===== config.mk =====
export PLATFORM = sky130hd
export DESIGN_NAME = jcsmem_explorer
export DESIGN_NICKNAME = d
export VERILOG_FILES = /design/src/rtl/jcsmem_pkg.sv /design/src/rtl/jram_sp.sv /design/src/rtl/jcsmem_explorer.sv
export SDC_FILE = /design/constraint.sdc
export NUM_CORES = 1
export LEC_CHECK = 0
export ABC_AREA = 0
export BUFFER_PORTS_ARGS = -buffer_cell sky130_fd_sc_hd__buf_2
export CORE_UTILIZATION = 25
export CTS_BUF_LIST = sky130_fd_sc_hd__clkbuf_8
export DETAILED_ROUTE_END_ITERATION = 12
export PLACE_DENSITY_LB_ADDON = 0.15
export RECOVER_POWER = 25
export SLEW_MARGIN = 20
export SYNTH_ARGS = -nofsm -noshare
export SYNTH_HDL_FRONTEND = slang
export SYNTH_HIERARCHICAL = 1
export SYNTH_SLANG_ARGS = --single-unit

===== constraint.sdc =====
create_clock -name CLK -period 2.45 [get_ports CLK]
set_input_delay 0.1225 -clock CLK [delete_from_list [all_inputs] [get_ports CLK]]
set_output_delay 0.1225 -clock CLK [all_outputs]
set_load 0.02 [all_outputs]

===== src/rtl/jcsmem_pkg.sv =====
// Shared mode encoding and display words for jcsmem_explorer.
// MODE_LAST depends on JCSMEM_SCAN_EN.
package jcsmem_pkg;

  typedef enum logic [1:0] {
    MODE_MEM  = 2'd0,
    MODE_REG  = 2'd1,
    MODE_RAM  = 2'd2,
    MODE_SCAN = 2'd3
  } mode_t;

  localparam mode_t MODE_FIRST = MODE_MEM;
`ifdef JCSMEM_SCAN_EN
  localparam mode_t MODE_LAST  = MODE_SCAN;
`else
  localparam mode_t MODE_LAST  = MODE_RAM;
`endif

  localparam logic [31:0] WORD_MEM  = " mem";
  localparam logic [31:0] WORD_REG  = " reg";
  localparam logic [31:0] WORD_RAM  = " ram";
  localparam logic [31:0] WORD_SCAN = "scan";
  localparam logic [31:0] WORD_CLR  = "clr ";

endpackage


===== src/rtl/jram_sp.sv =====
// Single-port synchronous RAM with registered, enable-gated read (read-before-write).
// The read register resets and can be cleared; the array itself is never reset.
module jram_sp #(
  parameter int WIDTH = 8,
  parameter int AW    = 4
) (
  input  logic             clk,
  input  logic             rst_n,
  input  logic             we,
  input  logic             re,
  input  logic             clr,
  input  logic [AW-1:0]    addr,
  input  logic [WIDTH-1:0] din,
  output logic [WIDTH-1:0] dout
);

  logic [WIDTH-1:0] mem [2**AW];

  always_ff @(posedge clk) begin
    if (we) mem[addr] <= din;
  end

  always_ff @(posedge clk or negedge rst_n) begin
    if (!rst_n)   dout <= '0;
    else if (clr) dout <= '0;
    else if (re)  dout <= mem[addr];
  end

endmodule


===== src/rtl/jcsmem_explorer.sv =====
// Mode FSM over a 1-bit latch, a register and a synchronous RAM, with LED and display outputs.
// Define JCSMEM_SCAN_EN to build the SCAN mode (auto-scan plus hardware clear sweep).
module jcsmem_explorer
  import jcsmem_pkg::*;
#(
  parameter int WIDTH = 8,
  parameter int AW    = 4
) (
  input  logic             CLK,
  input  logic             RESETN,
  input  logic [AW-1:0]    SW_ADDR,
  input  logic [WIDTH-1:0] SW_DATA,
  input  logic             MODE_PREV,
  input  logic             MODE_NEXT,
  input  logic             SET,
  input  logic             ENA,
  input  logic             TICK,
  output logic [1:0]       MODE,
  output logic [WIDTH-1:0] LED_DATA,
  output logic [AW-1:0]    LED_ADDR,
  output logic             BUSY,
  output logic [31:0]      WORD
);

  mode_t            mode;
  logic             latch;
  logic [WIDTH-1:0] reg_q;
  logic             busy;
  logic [AW-1:0]    scan_addr;
  logic             ram_we, ram_re, ram_clr;
  logic [AW-1:0]    ram_addr;
  logic [WIDTH-1:0] ram_din, ram_dout;

  // PREV has priority; both saturate and are frozen during a sweep
  always_ff @(posedge CLK or negedge RESETN) begin
    if (!RESETN) begin
      mode <= MODE_MEM;
    end else if (!busy) begin
      if (MODE_PREV) begin
        if (mode != MODE_FIRST) mode <= mode_t'(mode - 2'd1);
      end else if (MODE_NEXT) begin
        if (mode != MODE_LAST) mode <= mode_t'(mode + 2'd1);
      end
    end
  end

  always_ff @(posedge CLK or negedge RESETN) begin
    if (!RESETN) begin
      latch <= 1'b0;
      reg_q <= '0;
    end else begin
      if (SET && mode == MODE_MEM) latch <= SW_DATA[0];
      if (SET && mode == MODE_REG) reg_q <= SW_DATA;
    end
  end

`ifdef JCSMEM_SCAN_EN
  logic [AW-1:0] clr_addr;
  logic          tick_d;
  logic          sweep_start;

  assign sweep_start = SET && mode == MODE_SCAN && !busy;

  // tick_d requests the RAM read of the address the TICK just advanced to
  always_ff @(posedge CLK or negedge RESETN) begin
    if (!RESETN) begin
      busy      <= 1'b0;
      clr_addr  <= '0;
      scan_addr <= '0;
      tick_d    <= 1'b0;
    end else begin
      tick_d <= TICK && mode == MODE_SCAN && !busy && !SET;
      if (busy) begin
        clr_addr <= clr_addr + 1'b1;
        if (clr_addr == '1) begin
          busy      <= 1'b0;
          scan_addr <= '0;
        end
      end else if (sweep_start) begin
        busy     <= 1'b1;
        clr_addr <= '0;
      end else if (TICK && mode == MODE_SCAN) begin
        scan_addr <= scan_addr + 1'b1;
      end
    end
  end

  assign ram_clr = busy && clr_addr == '1;
`else
  logic unused_tick;
  assign unused_tick = TICK;
  assign busy        = 1'b0;
  assign scan_addr   = '0;
  assign ram_clr     = 1'b0;
`endif

  always_comb begin
    ram_we   = 1'b0;
    ram_re   = 1'b0;
    ram_addr = SW_ADDR;
    ram_din  = SW_DATA;
`ifdef JCSMEM_SCAN_EN
    if (busy) begin
      ram_we   = 1'b1;
      ram_addr = clr_addr;
      ram_din  = '0;
    end else if (mode == MODE_SCAN && tick_d) begin
      ram_re   = 1'b1;
      ram_addr = scan_addr;
    end else
`endif
    if (mode == MODE_RAM) begin
      ram_we = SET;
      ram_re = ENA;
    end
  end

  jram_sp #(.WIDTH(WIDTH), .AW(AW)) u_ram (
    .clk   (CLK),
    .rst_n (RESETN),
    .we    (ram_we),
    .re    (ram_re),
    .clr   (ram_clr),
    .addr  (ram_addr),
    .din   (ram_din),
    .dout  (ram_dout)
  );

  assign MODE = mode;
  assign BUSY = busy;

  always_comb begin
    case (mode)
      MODE_MEM: LED_DATA = {{(WIDTH-1){1'b0}}, latch};
      MODE_REG: LED_DATA = reg_q;
      default:  LED_DATA = ram_dout;
    endcase
  end

  always_comb begin
    case (mode)
      MODE_RAM:  LED_ADDR = SW_ADDR;
      MODE_SCAN: LED_ADDR = scan_addr;
      default:   LED_ADDR = '0;
    endcase
  end

  always_comb begin
    if (busy) begin
      WORD = WORD_CLR;
    end else begin
      case (mode)
        MODE_MEM: WORD = WORD_MEM;
        MODE_REG: WORD = WORD_REG;
        MODE_RAM: WORD = WORD_RAM;
        default:  WORD = WORD_SCAN;
      endcase
    end
  end

endmodule


==> metrics <==
Initial Utilization 0.2537; Clk Latency, worst-skew pair 440 ps; initial DRC count 192; Die X 161.6 µm; CTS max path bufs 2; Clock Pin Slew Worst Setup and Hold Paths 80 ps; min Tclk post-route 2234 ps; Avg Inst Size Synth 15.09 µm²; initial antenna violation count 1; DR DRC count 0; PortBufs 44; Slew @ Worst Pin 932.4 ps; WL final 14.68 mm; P_sw 1.873 mW; Clock Sink Count 147; critical path startpoint category flop; count of different cell masters after synthesis 38; Cell Area, Synth 6370 µm²; synth-to-layout area growth 14.81%; status completed; row cnt 58; Post-synth EDFFs 128; Placed Instances 800; Synth Area in Simple Gates 0.07661; final setup violation count 0; routed length per placed instance 17.66 µm; CTS tree built; worst path required time 2330 ps; Seq pwr share 0.482; mux cell area share after synthesis 0.1181; Setup TNS 0 ps; I/O pins 66; unrepaired setup endpoints after global routing yes; DR vias 3456; drt via density 4.159; clock power share 0.284; top cell type's share of synthesized area 0.6034; Top FF cell, synth edfxtp_1; Worst Path Max Fanout 9; largest net degree at the start of global routing 31; Net Sw Frac 0.3068; core outline area 25110 µm²; Yosys reg bits 147; Clock Skews 14.81 ps; Design Area, Final 7313 µm²; Synth area leader edfxtp_1; xor and xnor fraction of the mapped netlist area 0.001375; flip-flop and latch area 4319 µm²; Pint 4.232 mW; Tcrit/Tclk final 0.9119; Slew Viols, Final 0; Async SR Flop Fraction 0.1293; chip height 161.6 µm; WS Path Type reg2out; register area share after synthesis 0.6781; number of synthesis warnings 6; GP Congestion 0.7308; leading cell type in the layout, fill and taps excluded edfxtp_1; Adder-Cell Fraction of Synth Area 0.01179; First-pass DRT Iterations 4; Cells after Synth 422; GRT Util Overall 0.1177; CTS H-tree lvls 4; Post-Layout Cell Count 831; Routed Antenna Nets 0; arrival time at the worst endpoint 2110 ps; P per Cell Area 834.7 nW/µm²; Nets 515; diode count 0; Congestion Overflow GR 0; f_max 447.6 MHz; max cap viols 0; vias in the first global route 3433; setup slack after layout 215.8 ps; fin util 0.2913; leakage 2.720 nW; final count of hold timing violations 0; Root Driver clkbuf_8; setup bufs post-CTS 0; multi-input logic area 1764 µm²; largest family of logic cells by synthesized area multiplexers; # fillers 2576; VDD IR-drop max 546.8 µV; cts bufs inserted 17; commonest non-fill, non-tap cells in the layout edfxtp_1, mux2i_1, buf_2; placed wire-length estimate 9.911 mm; synth top area cells edfxtp_1, mux2i_1, dfrtp_1; dpl cell area 6947 µm²; compound-gate portion of the synthesized area 0.05362; Post-Place Setup Slack 256.9 ps; first-pass GRT wire length 22.05 mm; layout cells sized above 1 0.2255; Die ar. 26120 µm²; Comb power frac 0.233; Worst Hold Class in2reg; Worst slew margin 0.3784; critical path endpoint category output port
[synth_stat cells, types with 3 or more instances]
| cell type | instances |
|---|---|
| nand3_1 | 25 |
| buf_4 | 29 |
| and2_1 | 6 |
| a22oi_1 | 15 |
| o21ai_0 | 3 |
| nand2_1 | 33 |
| mux2i_1 | 65 |
| nand3b_1 | 3 |
| mux2_2 | 5 |
| dfrtp_1 | 19 |
| o21ai_1 | 4 |
| edfxtp_1 | 128 |
| ha_1 | 6 |
| buf_6 | 10 |
| nor2_1 | 15 |
| a21oi_1 | 11 |
| inv_1 | 6 |
| a22oi_2 | 9 |
| nor3_1 | 4 |
| mux2_1 | 4 |
[cell families (layout without fill, tap and decap cells)]
kind of cell               count (synthesis)  in the layout
adders and majority gates                  6              6
other                                      2             23
buffers and inverters                     48            106
xor gates and xnor gates                   1              1
AOI/OAI and AO/OA                         45             45
DFF                                      147            147
muxes                                     74             74
and+or+nand+nor                           99             99
[registers in the layout, indices dropped and copies added, names as in the netlist]
signal	cells
reg_q	8
latch	1
MODE	2
u_ram/mem	128
u_ram/dout	8
[worst paths after layout]
check                              start         endpoint  slack, ps  depth (start not counted)
max                              MODE[1]      LED_DATA[2]        220                          7
min                            MODE_PREV          MODE[0]         40                          3
max reg2reg                      MODE[0]  u_ram/mem[0][5]        230                          6
min reg2reg                u_ram/dout[3]    u_ram/dout[3]        480                          2
max in group asynchronous         RESETN    u_ram/dout[3]       1990                          2
min in group asynchronous         RESETN         reg_q[0]        150                          2
[layer usage]
layer  wire [µm]  up-vias  track usage
met2        6573       73       0.1771
met4         110        2      0.03345
li1            -     1662            -
met5          12        -            0
met3         528        9      0.03082
met1        7451     1710       0.1657
[worst max-delay path, stage by stage, from the launching register on]
cell and delay (ps):
dfrtp_1 450, inv_1 150, ha_1 310, nor2_4 220, buf_4 180, nand2_1 50, o21ai_1 100, buf_2 200
[repair_timing]
| action | CTS | global route |
|---|---|---|
| resized for setup | 0 | 2 |
| endpoints found under the setup margin | 0 | 5 |
| hold endpoints to repair | 19 | 0 |
| hold buffers | 1 | 0 |
[metrics by stage]
stage,power [mW],hold WS (ps)
after CTS,6.191,0.6442
after global placement,4.417,94.37
final,6.104,37.64
after floorplan,4.021,-173.1
after global routing,6.451,20.25
after detailed placement,4.434,92.72
[power by group through the flow]
stage               Combinational, mW  Clock, mW  Sequential, mW
floorplan                        1.02          0            3.00
global placement                 1.42          0            2.99
detailed placement               1.43          0            3.00
CTS                              1.44       1.81            2.94
global route                     1.57       1.92            2.97
finish                           1.43       1.74            2.94
[layout make-up]
class,instances,area share
Clock buffer,17,0.03199
Clock inverter,13,0.01660
Inverter,6,0.003080
Multi-Input combinational cell,248,0.2412
Sequential cell,147,0.5906
Tap cell,330,0.05646
Timing Repair Buffer,70,0.06005
No activity file was read; power rests on OpenSTA's default activity.
